$ cat src/rtl/ysyx_trap_ctrl_if.sv
// Upstream (decode) and downstream (writeback) handshake bundle for ysyx_trap_ctrl.
// master = decode/writeback side, slave = the trap controller.
interface ysyx_trap_ctrl_if #(
  parameter int XLEN = 32
);
  logic            in_valid;
  logic            in_ready;
  logic [2:0]      in_op;
  logic [11:0]     in_csr_addr;
  logic [XLEN-1:0] in_src;
  logic            in_src_zero;
  logic [XLEN-1:0] in_pc;

  logic            out_valid;
  logic            out_ready;
  logic [XLEN-1:0] out_rd_data;
  logic            out_redirect;
  logic [XLEN-1:0] out_redirect_pc;

  modport master (
    output in_valid, in_op, in_csr_addr, in_src, in_src_zero, in_pc, out_ready,
    input  in_ready, out_valid, out_rd_data, out_redirect, out_redirect_pc
  );

  modport slave (
    input  in_valid, in_op, in_csr_addr, in_src, in_src_zero, in_pc, out_ready,
    output in_ready, out_valid, out_rd_data, out_redirect, out_redirect_pc
  );
endinterface

$ cat src/rtl/ysyx_trap_ctrl.sv
// CSR / trap execution unit: IDLE -> EXEC (one-cycle CSR write pulse) -> RESP.
// Define YSYX_TRAP_EBREAK_EN to make EBREAK trap to mtvec with mcause 3.
module ysyx_trap_ctrl #(
  parameter int XLEN = 32
) (
  input  logic            clk,
  input  logic            rst_n,
  ysyx_trap_ctrl_if.slave bus,
  input  logic [XLEN-1:0] csr_rdata,
  input  logic [XLEN-1:0] csr_mtvec,
  input  logic [XLEN-1:0] csr_mepc,
  output logic            csr_exu_valid,
  output logic            csr_wen,
  output logic            csr_ecallen,
  output logic [11:0]     csr_waddr,
  output logic [XLEN-1:0] csr_wdata,
  output logic [11:0]     csr_waddr_add1,
  output logic [XLEN-1:0] csr_wdata_add1
);

  localparam logic [2:0] OP_CSRRW  = 3'd0;
  localparam logic [2:0] OP_CSRRS  = 3'd1;
  localparam logic [2:0] OP_CSRRC  = 3'd2;
  localparam logic [2:0] OP_ECALL  = 3'd3;
  localparam logic [2:0] OP_MRET   = 3'd4;
  localparam logic [2:0] OP_EBREAK = 3'd5;

  localparam logic [11:0] ADDR_MEPC   = 12'h341;
  localparam logic [11:0] ADDR_MCAUSE = 12'h342;

`ifdef YSYX_TRAP_EBREAK_EN
  localparam bit EBREAK_EN = 1'b1;
`else
  localparam bit EBREAK_EN = 1'b0;
`endif

  typedef enum logic [1:0] {IDLE, EXEC, RESP} state_t;

  state_t state_q, state_nxt;

  logic [2:0]      op_p0;
  logic [11:0]     addr_p0;
  logic [XLEN-1:0] src_p0;
  logic            src_zero_p0;
  logic [XLEN-1:0] pc_p0;

  logic [XLEN-1:0] rd_data_p1;
  logic            redirect_p1;
  logic [XLEN-1:0] redirect_pc_p1;

  logic            accept;
  logic            is_csr;
  logic            is_trap;
  logic [XLEN-1:0] rd_nxt;
  logic            redirect_nxt;
  logic [XLEN-1:0] redirect_pc_nxt;

  function automatic logic [XLEN-1:0] csr_rmw(input logic [2:0] op,
                                              input logic [XLEN-1:0] rdata,
                                              input logic [XLEN-1:0] src);
    case (op)
      OP_CSRRS: return rdata | src;
      OP_CSRRC: return rdata & ~src;
      default:  return src;
    endcase
  endfunction

  // in_ready is masked while reset is held so every output reads 0 during reset
  assign bus.in_ready        = (state_q == IDLE) && rst_n;
  assign bus.out_valid       = (state_q == RESP);
  assign bus.out_redirect    = (state_q == RESP) && redirect_p1;
  assign bus.out_rd_data     = rd_data_p1;
  assign bus.out_redirect_pc = redirect_pc_p1;

  assign accept  = bus.in_valid && bus.in_ready;
  assign is_csr  = (op_p0 == OP_CSRRW) || (op_p0 == OP_CSRRS) || (op_p0 == OP_CSRRC);
  assign is_trap = (op_p0 == OP_ECALL) || (EBREAK_EN && (op_p0 == OP_EBREAK));

  always_ff @(posedge clk or negedge rst_n) begin
    if (!rst_n) state_q <= IDLE;
    else        state_q <= state_nxt;
  end

  always_comb begin
    state_nxt       = state_q;
    csr_exu_valid   = 1'b0;
    csr_wen         = 1'b0;
    csr_ecallen     = 1'b0;
    csr_waddr       = '0;
    csr_wdata       = '0;
    csr_waddr_add1  = '0;
    csr_wdata_add1  = '0;
    rd_nxt          = '0;
    redirect_nxt    = 1'b0;
    redirect_pc_nxt = '0;
    case (state_q)
      IDLE: if (accept) state_nxt = EXEC;
      EXEC: begin
        state_nxt     = RESP;
        csr_exu_valid = 1'b1;
        if (is_csr) begin
          csr_wen   = (op_p0 == OP_CSRRW) || !src_zero_p0;
          csr_waddr = addr_p0;
          csr_wdata = csr_rmw(op_p0, csr_rdata, src_p0);
          rd_nxt    = csr_rdata;
        end else if (is_trap) begin
          csr_wen         = 1'b1;
          csr_ecallen     = 1'b1;
          csr_waddr       = ADDR_MEPC;
          csr_wdata       = pc_p0;
          csr_waddr_add1  = ADDR_MCAUSE;
          csr_wdata_add1  = (op_p0 == OP_ECALL) ? XLEN'(11) : XLEN'(3);
          redirect_nxt    = 1'b1;
          redirect_pc_nxt = csr_mtvec;
        end else if (op_p0 == OP_MRET) begin
          redirect_nxt    = 1'b1;
          redirect_pc_nxt = csr_mepc;
        end
      end
      RESP:    if (bus.out_ready) state_nxt = IDLE;
      default: state_nxt = IDLE;
    endcase
  end

  // p0: operands captured on the input handshake
  // p1: response fields sampled at the end of EXEC, held through RESP
  always_ff @(posedge clk or negedge rst_n) begin
    if (!rst_n) begin
      op_p0          <= '0;
      addr_p0        <= '0;
      src_p0         <= '0;
      src_zero_p0    <= 1'b0;
      pc_p0          <= '0;
      rd_data_p1     <= '0;
      redirect_p1    <= 1'b0;
      redirect_pc_p1 <= '0;
    end else begin
      if (accept) begin
        op_p0       <= bus.in_op;
        addr_p0     <= bus.in_csr_addr;
        src_p0      <= bus.in_src;
        src_zero_p0 <= bus.in_src_zero;
        pc_p0       <= bus.in_pc;
      end
      if (state_q == EXEC) begin
        rd_data_p1     <= rd_nxt;
        redirect_p1    <= redirect_nxt;
        redirect_pc_p1 <= redirect_pc_nxt;
      end
    end
  end

endmodule

$ cat src/flat_wrapper.sv
// flat-port wrapper written by rule: the top's interface ports become plain ports
module ysyx_trap_ctrl_flat 
#(
  parameter int XLEN = 32
)
  (clk, rst_n, csr_rdata, csr_mtvec, csr_mepc, csr_exu_valid, csr_wen, csr_ecallen, csr_waddr, csr_wdata, csr_waddr_add1, csr_wdata_add1, bus_in_valid, bus_in_op, bus_in_csr_addr, bus_in_src, bus_in_src_zero, bus_in_pc, bus_out_ready, bus_in_ready, bus_out_valid, bus_out_rd_data, bus_out_redirect, bus_out_redirect_pc);
  ysyx_trap_ctrl_if #(.XLEN(XLEN)) bus_i ();
  input  logic clk;
  input  logic rst_n;
  input  logic [XLEN-1:0] csr_rdata;
  input  logic [XLEN-1:0] csr_mtvec;
  input  logic [XLEN-1:0] csr_mepc;
  output logic csr_exu_valid;
  output logic csr_wen;
  output logic csr_ecallen;
  output logic [11:0] csr_waddr;
  output logic [XLEN-1:0] csr_wdata;
  output logic [11:0] csr_waddr_add1;
  output logic [XLEN-1:0] csr_wdata_add1;
  input wire logic [$bits(bus_i.in_valid)-1:0] bus_in_valid;
  input wire logic [$bits(bus_i.in_op)-1:0] bus_in_op;
  input wire logic [$bits(bus_i.in_csr_addr)-1:0] bus_in_csr_addr;
  input wire logic [$bits(bus_i.in_src)-1:0] bus_in_src;
  input wire logic [$bits(bus_i.in_src_zero)-1:0] bus_in_src_zero;
  input wire logic [$bits(bus_i.in_pc)-1:0] bus_in_pc;
  input wire logic [$bits(bus_i.out_ready)-1:0] bus_out_ready;
  output wire logic [$bits(bus_i.in_ready)-1:0] bus_in_ready;
  output wire logic [$bits(bus_i.out_valid)-1:0] bus_out_valid;
  output wire logic [$bits(bus_i.out_rd_data)-1:0] bus_out_rd_data;
  output wire logic [$bits(bus_i.out_redirect)-1:0] bus_out_redirect;
  output wire logic [$bits(bus_i.out_redirect_pc)-1:0] bus_out_redirect_pc;
  assign bus_i.in_valid = bus_in_valid;
  assign bus_i.in_op = bus_in_op;
  assign bus_i.in_csr_addr = bus_in_csr_addr;
  assign bus_i.in_src = bus_in_src;
  assign bus_i.in_src_zero = bus_in_src_zero;
  assign bus_i.in_pc = bus_in_pc;
  assign bus_i.out_ready = bus_out_ready;
  assign bus_in_ready = bus_i.in_ready;
  assign bus_out_valid = bus_i.out_valid;
  assign bus_out_rd_data = bus_i.out_rd_data;
  assign bus_out_redirect = bus_i.out_redirect;
  assign bus_out_redirect_pc = bus_i.out_redirect_pc;
  ysyx_trap_ctrl #(.XLEN(XLEN)) u_core (.clk(clk), .rst_n(rst_n), .bus(bus_i), .csr_rdata(csr_rdata), .csr_mtvec(csr_mtvec), .csr_mepc(csr_mepc), .csr_exu_valid(csr_exu_valid), .csr_wen(csr_wen), .csr_ecallen(csr_ecallen), .csr_waddr(csr_waddr), .csr_wdata(csr_wdata), .csr_waddr_add1(csr_waddr_add1), .csr_wdata_add1(csr_wdata_add1));
endmodule
$ cat config.mk
export PLATFORM = sky130hd
export DESIGN_NAME = ysyx_trap_ctrl_flat
export DESIGN_NICKNAME = d
export VERILOG_FILES = /design/src/rtl/ysyx_trap_ctrl_if.sv /design/src/rtl/ysyx_trap_ctrl.sv /design/src/flat_wrapper.sv
export SDC_FILE = /design/constraint.sdc
export NUM_CORES = 1
export LEC_CHECK = 0
export ABC_AREA = 1
export BUFFER_PORTS_ARGS = -buffer_cell sky130_fd_sc_hd__buf_2
export CAP_MARGIN = 20
export CORE_AREA = 2 2 133 135
export DETAILED_ROUTE_END_ITERATION = 16
export DIE_AREA = 0 0 135 137
export PLACE_DENSITY = 0.77
export SYNTH_ARGS = -nofsm -noshare
export SYNTH_HDL_FRONTEND = slang
export SYNTH_SLANG_ARGS = --single-unit
$ cat constraint.sdc
create_clock -name clk -period 2.19 [get_ports clk]
set_clock_uncertainty 0.1 [all_clocks]
set_input_delay 0.219 -clock clk [delete_from_list [all_inputs] [get_ports clk]]
set_output_delay 0.219 -clock clk [all_outputs]
set_load 0.005 [all_outputs]
Word level (Yosys, flattened, before mapping)
Index checks and enable logic that the tools add are counted.

Equality and inequality tests: 8. Multiplexer cells: 29. Bitwise logic cells: 3. Reduce and logical (&&, ||, !) cells: 10.

Operator list (number): $mux 32 (9); $pmux 32 s2 (1); $mux 12 (4); $and 32x32->32 (1); $not 32->32 (1); $or 32x32->32 (1); $mux 10 (2); $mux 1 (9); $eq 3x2->1 const B (2); $pmux 2 s3 (1); $mux 2 (2); $mux 4 (1); $eq 3x1->1 const B (1); $eq 3x3->1 const B (1); $logic_and 1x1->1 (3); $logic_not 3->1 (1); $logic_or 1x1->1 (3); $eq 2x1->1 const B (1); $eq 2x2->1 const B (1); $logic_not 2->1 (1); $ne 2x1->1 const B (1); $ne 2x2->1 const B (1); $reduce_and 2->1 (1); $logic_not 1->1 (1).

Flip-flop bits (word level): 147. Bits of input ports: 180. Output and inout port bits: 158. Word-level logic and storage cells: 59.

Longest topological paths before layout
Gate-level depths: netlist (run 1).

Depth in word-level cells: 5. Gate-level depth with buffers: 9. Depth with buffers taken out: 7.

Worst setup path after synthesis (run 1)
No wires, ideal clock.

Kind: flip-flop to output port. From: register u_core.state_q[1]. To: output port csr_wdata[22]. Arrival time: 1.245 ns. Required time: 1.871 ns. Path slack: 0.626 ns. Cell stages (with the launch flop): 7. Path buffers: 1. Cell sequence: dfrtp_1 -> inv_1 -> nand2_1 -> nor3_2 -> buf_2 -> nand2_1 -> nand2_1.

Word-level cells in the longest chain between the ends: 2.

Ends and longest elaborated chain: start: declaration (line ysyx_trap_ctrl.sv:39) `state_t state_q, state_nxt;`; start signal: assignment (line ysyx_trap_ctrl.sv:81) `else state_q <= state_nxt;`; $eq 2x1->1 (line ysyx_trap_ctrl.sv:96) `case (state_q)`; $mux 32 (line ysyx_trap_ctrl.sv:96); end: declaration (line flat_wrapper.sv:17) `output logic [XLEN-1:0] csr_wdata;`.

No other way between the ends.

Final worst setup path (run 1)
From: register u_core.op_p0[0]. To: output port csr_wdata[14].

Word-level cells in the longest chain between the ends: 5. Elaborated cells on any way between the ends: 10. Those cells by class: eq/ne: 3; mux: 4; reduce/logical: 3.

Ends and longest elaborated chain: start: declaration (line ysyx_trap_ctrl.sv:41) `logic [2:0] op_p0;`; start signal: assignment (line ysyx_trap_ctrl.sv:139) `op_p0 <= bus.in_op;`; parallel branches: the longest is 3 deep, another holds $pmux 32 s2; $mux 32 * (line ysyx_trap_ctrl.sv:101) `if (is_csr) begin`; $mux 32 * (line ysyx_trap_ctrl.sv:96).

Mark *: on every way between the ends.

==> results.md, run 1 <==
- Die Ht: 137 um
- Area Growth Syn to Fin: 53.3%
- Net Sw Frac: approximately a third
- NumNets Final: 1730
- Post-synth EDFFs: 0
- Layout Utilization: a little over two thirds
- GP Congestion: approximately 0.85
- Critical path endpoint category: output port
- Post-synth top area cell: dfrtp_1
- Initial antenna violation count: 0
- GRT Util Overall: 28.1%
- Crit path DAT: 1.92 ns
- Core area: around 0.017 mm^2
- Crit path kind: register to output port
- Sequential share of the synthesized area: 47.5%
- CTS Buf Count: 17
- Highest clock rate: around 450 MHz
- Top post-synthesis cells by area: dfrtp_1, nand2_1, buf_4, inv_1, nand4_1
- DR pass1 iterations: 6
- Post-route setup slack: -0.0486 ns
- Fin crit period: 2.24 ns
- Endpoints failing hold: 0
- Row count: 48
- CP startpoint kind: register
- Hold crit path type: input pin to register
- DR WL/cell: 15.9 um
- Int Pwr: 6880 uW
- DP Area: 0.00929 mm^2
- # IOs: 338
- FF+latch count, synth: ~150
- Root buf cell: clkbuf_16
- Post-Place Worst Slack: 0.314 ns
- Most used cell, CP: nand2_1
- Static Leak: 0.00703 uW
- Vias per cell: 4.93
- Share of the synthesized area in the top cell type: 47.5%
- # clock sinks: 147
- TritonCTS clock tree: done
- CP required: 1.87 ns
- Max stage delay cell, worst path: dfrtp_2
- Largest net degree at the start of global routing: 148
- Layout cells sized above 1: slightly below 30%
- Die W: around 140 um
- Top FF cell, synth: dfrtp_1
- Max-cap violations: 0
- Htree depth: 4
- Register share of total power: 38.3%
- Post-route DRC: 0
- RSZ-0062 raised after global routing: yes
- Mean post-synth cell area: 6.93 um^2
- Full die area: 0.0185 mm^2
- Slew Limit Fails: 0
- Share of the clock period used by the worst path: 102%
- Post-Syn Instances: between 1000 and 1500
- Worst path cell trace: buf_6, nor2_4, buf_12, clkbuf_16, nand3_1, nand2_2, inv_2, nand2_1, nand2_1, buf_2
- Critical-path maximum fanout: 6
- Clk Latency, worst-skew pair: 0.42 ns
- Logic pwr share: between 30% and 40%
- ANT cells: 0
- P_sw: 3470 uW
- Failing checks: negative setup slack
- Max stage delay on crit path: 0.44 ns
- Via count: about 9000
- Vias in the first global route: approximately 8200
- Worst slew margin: around two fifths
- Synth cell types: 22
- Clock-pin slew on the worst setup and hold paths: 0.06 ns
- Port bufs: 300
- GRT overflow: 0
- Yosys warns: 0
- Initial Util: roughly 45%
- Status: finished, violations left
- Routed Antenna Nets: 0
- Pwr/cell area: 873 mW/mm^2
- Global-route wire length before repair: about 40 mm
- Cell Area, Synth: around 0.0077 mm^2
- Most instantiated cells after synthesis: nand2_1, dfrtp_1, inv_1, buf_4, nand3_1
- Most frequent cell after synthesis: nand2_1
- Clk pwr share: about 30%
- HPWL after detailed placement: 15.7 mm
- Clock tree buffer depth: 2
- Post-synth ARST share: 100%
- Post-Layout Inst Area: between 0.01 and 0.015 mm^2
- Slew at the pin with the worst max-slew slack: 0.895 ns
- Starting DRT DRC Count: 647
- Max rail drop VDD: between 600 and 700 uV
- Post-Route WL: 28.4 mm
- Number of setup violations in the final report: 7
-- critical path: cells and delay by family, from the launching register on --
kind | cells | cell delay [ns]
buf+inv | 5 | 0.61
simple gates | 5 | 0.44
flops | 1 | 0.44
-- state kept, by name, indices dropped and copies added (netlist names) --
| name | count |
|---|---|
| u_core.state_q | 2 |
| u_core.bus.out_redirect_pc | 32 |
| u_core.src_p0 | 32 |
| u_core.addr_p0 | 12 |
| u_core.op_p0 | 3 |
| u_core.src_zero_p0 | 1 |
| u_core.pc_p0 | 32 |
| u_core.redirect_p1 | 1 |
| u_core.bus.out_rd_data | 32 |
-- path summary, 6_finish.rpt --
path	from	to	slack (ns)	cells past startpoint
max reg2reg	u_core.state_q[0]$_DFFE_PN0P_	u_core.op_p0[2]$_DFFE_PN0P_	0.42	6
max	u_core.op_p0[0]$_DFFE_PN0P_	csr_wdata[14]	-0.05	10
min	csr_mtvec[3]	u_core.bus.out_redirect_pc[3]$_DFFE_PN0P_	0.01	5
max in group asynchronous	rst_n	u_core.op_p0[0]$_DFFE_PN0P_	0.90	3
min in group asynchronous	rst_n	u_core.pc_p0[8]$_DFFE_PN0P_	0.31	3
min reg2reg	u_core.bus.out_redirect_pc[7]$_DFFE_PN0P_	u_core.bus.out_redirect_pc[7]$_DFFE_PN0P_	0.37	2
-- kinds of logic after synthesis --
family / count (synthesis) / synth area share (%)
AND/OR/NAND/NOR: 720 / 37.0
buffers and inverters: 213 / 13.1
flip-flops: 147 / 47.5
other: 1 / 0.0485
AO/OA/AOI/OAI: 36 / 2.35
-- timing repair --
action / in CTS / in global routing
buffers inserted: 7 / 14
hold buffers: 126 / 0
resized for setup: 10 / 70
hold endpoints to repair: 272 / 0
pin swaps: 2 / 44
gates cloned: 2 / 10
setup endpoints to repair: 32 / 32
-- cells in the final DEF, fill, tap and decap left out, types with 3 or more instances in the layout --
| cell type | n |
|---|---|
| buf_12 | 11 |
| buf_2 | 295 |
| buf_4 | 23 |
| buf_6 | 14 |
| bufinv_16 | 4 |
| clkbuf_1 | 3 |
| clkbuf_16 | 24 |
| clkinvlp_4 | 3 |
| conb_1 | 37 |
| dfrtp_1 | 146 |
| dlygate4sd3_1 | 126 |
| inv_1 | 90 |
| inv_2 | 21 |
| nand2_1 | 590 |
| nand2_2 | 35 |
| nand2_4 | 5 |
| nand3_1 | 31 |
| nand4_1 | 32 |
| nor2_1 | 19 |
| o21ai_0 | 20 |
| o21ai_1 | 14 |
-- power by group through the flow --
stage          sequential [uW]  combinational [uW]  clock [uW]
2_1_floorplan             3920                1520           0
3_3_place_gp              3920                2610           0
3_5_place_dp              3950                2670           0
4_1_cts                   3910                2960        3100
5_1_grt                   4040                3680        3220
6_report                  3960                3340        3050
-- per-layer routing --
layer	global-route usage [%]	wire length, um
met2	48.6	14000
met4	13.8	1180
met5	0	0
met1	33.1	10500
met3	6.22	2710
-- area by class of cell --
cell class                      count  area, um^2
Fill cell                        1319        5200
Sequential cell                   147        3680
Timing Repair Buffer              479        3530
Multi-Input combinational cell    793        3330
Clock buffer                       21         450
Inverter                          112         423
Tap cell                          225         282
Clock inverter                      9         156
-- metrics by stage --
| step | std cells | hold slack, ns | setup TNS (ns) | total power [uW] |
|---|---|---|---|---|
| finish | 1786 | 0.0135 | -0.0978 | 10400 |
| global route | 1786 | 0.0252 | -1.86 | 10900 |
| CTS | 1763 | 0.00267 | -0.328 | 9980 |
| detailed placement | 1598 | 0.318 | 0 | 6610 |
| global placement | 1598 | 0.312 | 0 | 6540 |
| floorplan | 1153 | -0.177 | 0 | 5440 |
(Power assumes the default switching activity.)
==> run 2, diff against run 1 <==
Settings changed: CORE_AREA 2 2 133 135 to not set, CORE_ASPECT_RATIO set to 0.8, CORE_MARGIN set to 1, CORE_UTILIZATION set to 48, DIE_AREA 0 0 135 137 to not set, PLACE_DENSITY 0.77 to 0.81.
Clock period 2.19 ns to 2.5 ns, I/O delays scaled along.
==> run 2 against run 1 <==
The flow now finishes without violations. Non-clock buffer count decreased by 39. Flip-flop and latch count unchanged. Sequential power decreased by 12%. Combinational power decreased by 23%. Highest routed layer unchanged.
==> results.md, run 2 (synthesis results as in run 1) <==
- Status: finished clean (was finished, violations left)
- HPWL after detailed placement: 16.4 mm (was 15.7 mm)
- Core area: 0.0157 mm^2 (was 0.0171 mm^2)
- Critical-path maximum fanout: 33 (was 6)
- Slew Limit Fails: 0 (unchanged)
- Pwr/cell area: 794 mW/mm^2 (was 873 mW/mm^2)
- Number of setup violations in the final report: 0 (was 7)
- Int Pwr: 5800 uW (was 6880 uW)
- Die W: 144 um (was 135 um)
- Die Ht: 116 um (was 137 um)
- R2R Setup Slk: 0.55 ns (was 0.42 ns)
- Hold crit path type: input pin to register (unchanged)
- Hold path cells: 5 (unchanged)
- Commonest non-fill, non-tap cell in the layout: nand2_1 (unchanged)
- Largest net degree at the start of global routing: 81 (was 148)
- Layout Utilization: 70.5% (was 69.5%)
- Most used cell, CP: nand2_1 (unchanged)
- Routed Antenna Nets: 0 (unchanged)
- Post-Place Worst Slack: 0.490 ns (was 0.314 ns)
- Crit path DAT: 2.01 ns (was 1.92 ns)
- Global-route wire length before repair: 41.1 mm (was 40.5 mm)
- Critical path endpoint category: output port (unchanged)
- Crit path kind: register to output port (unchanged)
- Highest clock rate: 424 MHz
- CP startpoint kind: register (unchanged)
- Starting DRT DRC Count: 841 (was 647)
- Clock tree buffer depth: 2 (unchanged)
- Endpoints failing hold: 0 (unchanged)
- Fill count: 1219 (was 1319)
- Post-route DRC: 0 (unchanged)
- Static Leak: 0.00671 uW (was 0.00703 uW)
- CP required: 2.15 ns (was 1.87 ns)
- TritonCTS clock tree: done (unchanged)
- Area of the multi-input gates: 0.00320 mm^2 (was 0.00333 mm^2)
- # clock sinks: 147 (unchanged)
- Fin crit period: 2.36 ns
- Clk pwr share: 31.4% (was 29.5%)
- Hold Crit Start: csr_mtvec[31] (was csr_mtvec[3])
- GRT Util Overall: 32.5% (was 28.1%)
- Sum Neg Setup Slack: 0 ns (was -0.0978 ns)
- Max rail drop VDD: 523 uV (was 616 uV)
- DR WL/cell: 15.5 um (was 15.9 um)
- Max-cap violations: 0 (unchanged)
- CTS Buf Count: 17 (unchanged)
- Reg2Reg Depth: 6 (unchanged)
- Row count: 41 (was 48)
- Total area of sequential cells: 0.00368 mm^2 (about the same)
- Hold WS: 0.0344 ns (was 0.0135 ns)
- Initial Util: 49.1% (was 45.4%)
- Slew at the pin with the worst max-slew slack: 0.881 ns (was 0.895 ns)
- Post-Route WL: 27.0 mm (was 28.4 mm)
- Clock-pin slew on the worst setup and hold paths: 0.06 ns (about the same)
- Worst path cell trace: buf_12, inv_1, nand2_1, buf_4, nand4_1, nand2_1, nand2_1, nand2_1, buf_2 (was buf_6, nor2_4, buf_12, clkbuf_16, nand3_1, nand2_2, inv_2, nand2_1, nand2_1, buf_2)
- Full die area: 0.0166 mm^2 (was 0.0185 mm^2)
- NumNets Final: 1691 (was 1730)
- DR pass1 iterations: 8 (was 6)
- Post-route setup slack: 0.141 ns (was -0.0486 ns)
- Via count: 8642 (was 8808)
- Register share of total power: 39.5% (was 38.3%)
- Vias per cell: 4.96 (was 4.93)
- RSZ-0062 raised after global routing: no (was yes)
- # IOs: 338 (unchanged)
- Vias in the first global route: 8286 (was 8188)
- Initial antenna violation count: 4 (was 0)
- Clk Latency, worst-skew pair: 0.41 ns (was 0.42 ns)
- Layout cells sized above 1: 25.5% (was 28.9%)
- Logic pwr share: 29.1% (was 32.3%)
- Commonest non-fill, non-tap cells in the layout: nand2_1, buf_2, dfrtp_1, dlygate4sd3_1, inv_1 (unchanged)
- Worst slew margin: 41.3% (was 40.3%)
- GP Congestion: 0.872 (was 0.847)
- Hold EP: u_core.bus.out_redirect_pc[31]$_DFFE_PN0P_ (was u_core.bus.out_redirect_pc[3]$_DFFE_PN0P_)
- Worst r2r dst: u_core.pc_p0[7]$_DFFE_PN0P_ (was u_core.op_p0[2]$_DFFE_PN0P_)
- Root buf cell: clkbuf_16 (unchanged)
- Max stage delay cell, worst path: dfrtp_1 (was dfrtp_2)
- Htree depth: 4 (unchanged)
- Area Growth Syn to Fin: 43.5% (was 53.3%)
- Port bufs: 300 (unchanged)
- Share of the clock period used by the worst path: between 90% and 100%
- Net Sw Frac: 34.1% (was 33.5%)
- Critical R2R Launch: u_core.state_q[0]$_DFFE_PN0P_ (unchanged)
- GRT overflow: 0 (unchanged)
- Total power: 8810 uW (was 10400 uW)
- P_sw: 3010 uW (was 3470 uW)
- Max stage delay on crit path: 0.44 ns (about the same)
-- run 2: changes by cell type in the layout (fill, tap and decap cells not counted), sizes merged --
cell	before	now
clkinvlp	3	2
diode	0	4
clkbuf	28	18
clkinv	2	5
inv	112	115
buf	346	326
dlygate4sd3	126	114
-- run 2: power groups by stage --
| stage | logic (uW) | registers [uW] | clock network [uW] |
|---|---|---|---|
| 6_report | 2560 | 3480 | 2770 |
| 5_1_grt | 2860 | 3540 | 2900 |
| 4_1_cts | 2470 | 3440 | 2800 |
| 3_5_place_dp | 2310 | 3470 | 0 |
| 3_3_place_gp | 2250 | 3450 | 0 |
| 2_1_floorplan | 1330 | 3440 | 0 |
-- run 2: worst max path at each step --
stage	from	endpoint	slack, ns	cells after the start
6_report	u_core.op_p0[1]$_DFFE_PN0P_	csr_wdata[13]	0.14	9
4_1_cts	u_core.op_p0[0]$_DFFE_PN0P_	csr_wdata[30]	0.02	9
2_1_floorplan	u_core.state_q[1]$_DFFE_PN0P_	csr_wdata[22]	0.91	6
3_3_place_gp	u_core.op_p0[0]$_DFFE_PN0P_	csr_wdata[18]	0.54	9
5_1_grt	u_core.op_p0[1]$_DFFE_PN0P_	csr_wdata[17]	0.002	9
3_5_place_dp	u_core.op_p0[0]$_DFFE_PN0P_	csr_wdata[21]	0.49	9
-- run 2: repair_timing --
action,in CTS,in global routing
endpoints found under the setup margin,0,32
gates resized for setup,0,5
endpoints found under the hold margin,210,0
setup buffers,0,5
hold buffers,114,0
-- run 2: stage by stage --
stage,area (um^2),instances
global route,11100,1743
CTS,11000,1734
detailed placement,9250,1588
floorplan,7870,1153
finish,11100,1743
global placement,9250,1588
-- run 2: final cells by class --
| cell class | instances | area share (%) |
|---|---|---|
| flip-flops and latches | 147 | 33.1 |
| multi-input cells | 793 | 28.8 |
| repair buffers | 440 | 26.0 |
| clock buffers | 18 | 3.96 |
| inverters | 112 | 3.79 |
| well taps | 215 | 2.42 |
| clock inverters | 14 | 1.81 |
| diodes | 4 | 0.0902 |
-- run 2: layer usage --
| layer | part of all wire (%) | track usage [%] |
|---|---|---|
| met3 | 9.2 | 8.84 |
| met5 | 0 | 0 |
| met2 | 49 | 56.2 |
| met4 | 3.7 | 18.4 |
| met1 | 38 | 36.5 |
-- run 2: critical path: cells and delay by family, from the launching register on --
| kind | cells | cell delay (ns) |
|---|---|---|
| buffers and inverters | 4 | 0.69 |
| AND/OR/NAND/NOR | 5 | 0.45 |
| flip-flops | 1 | 0.44 |
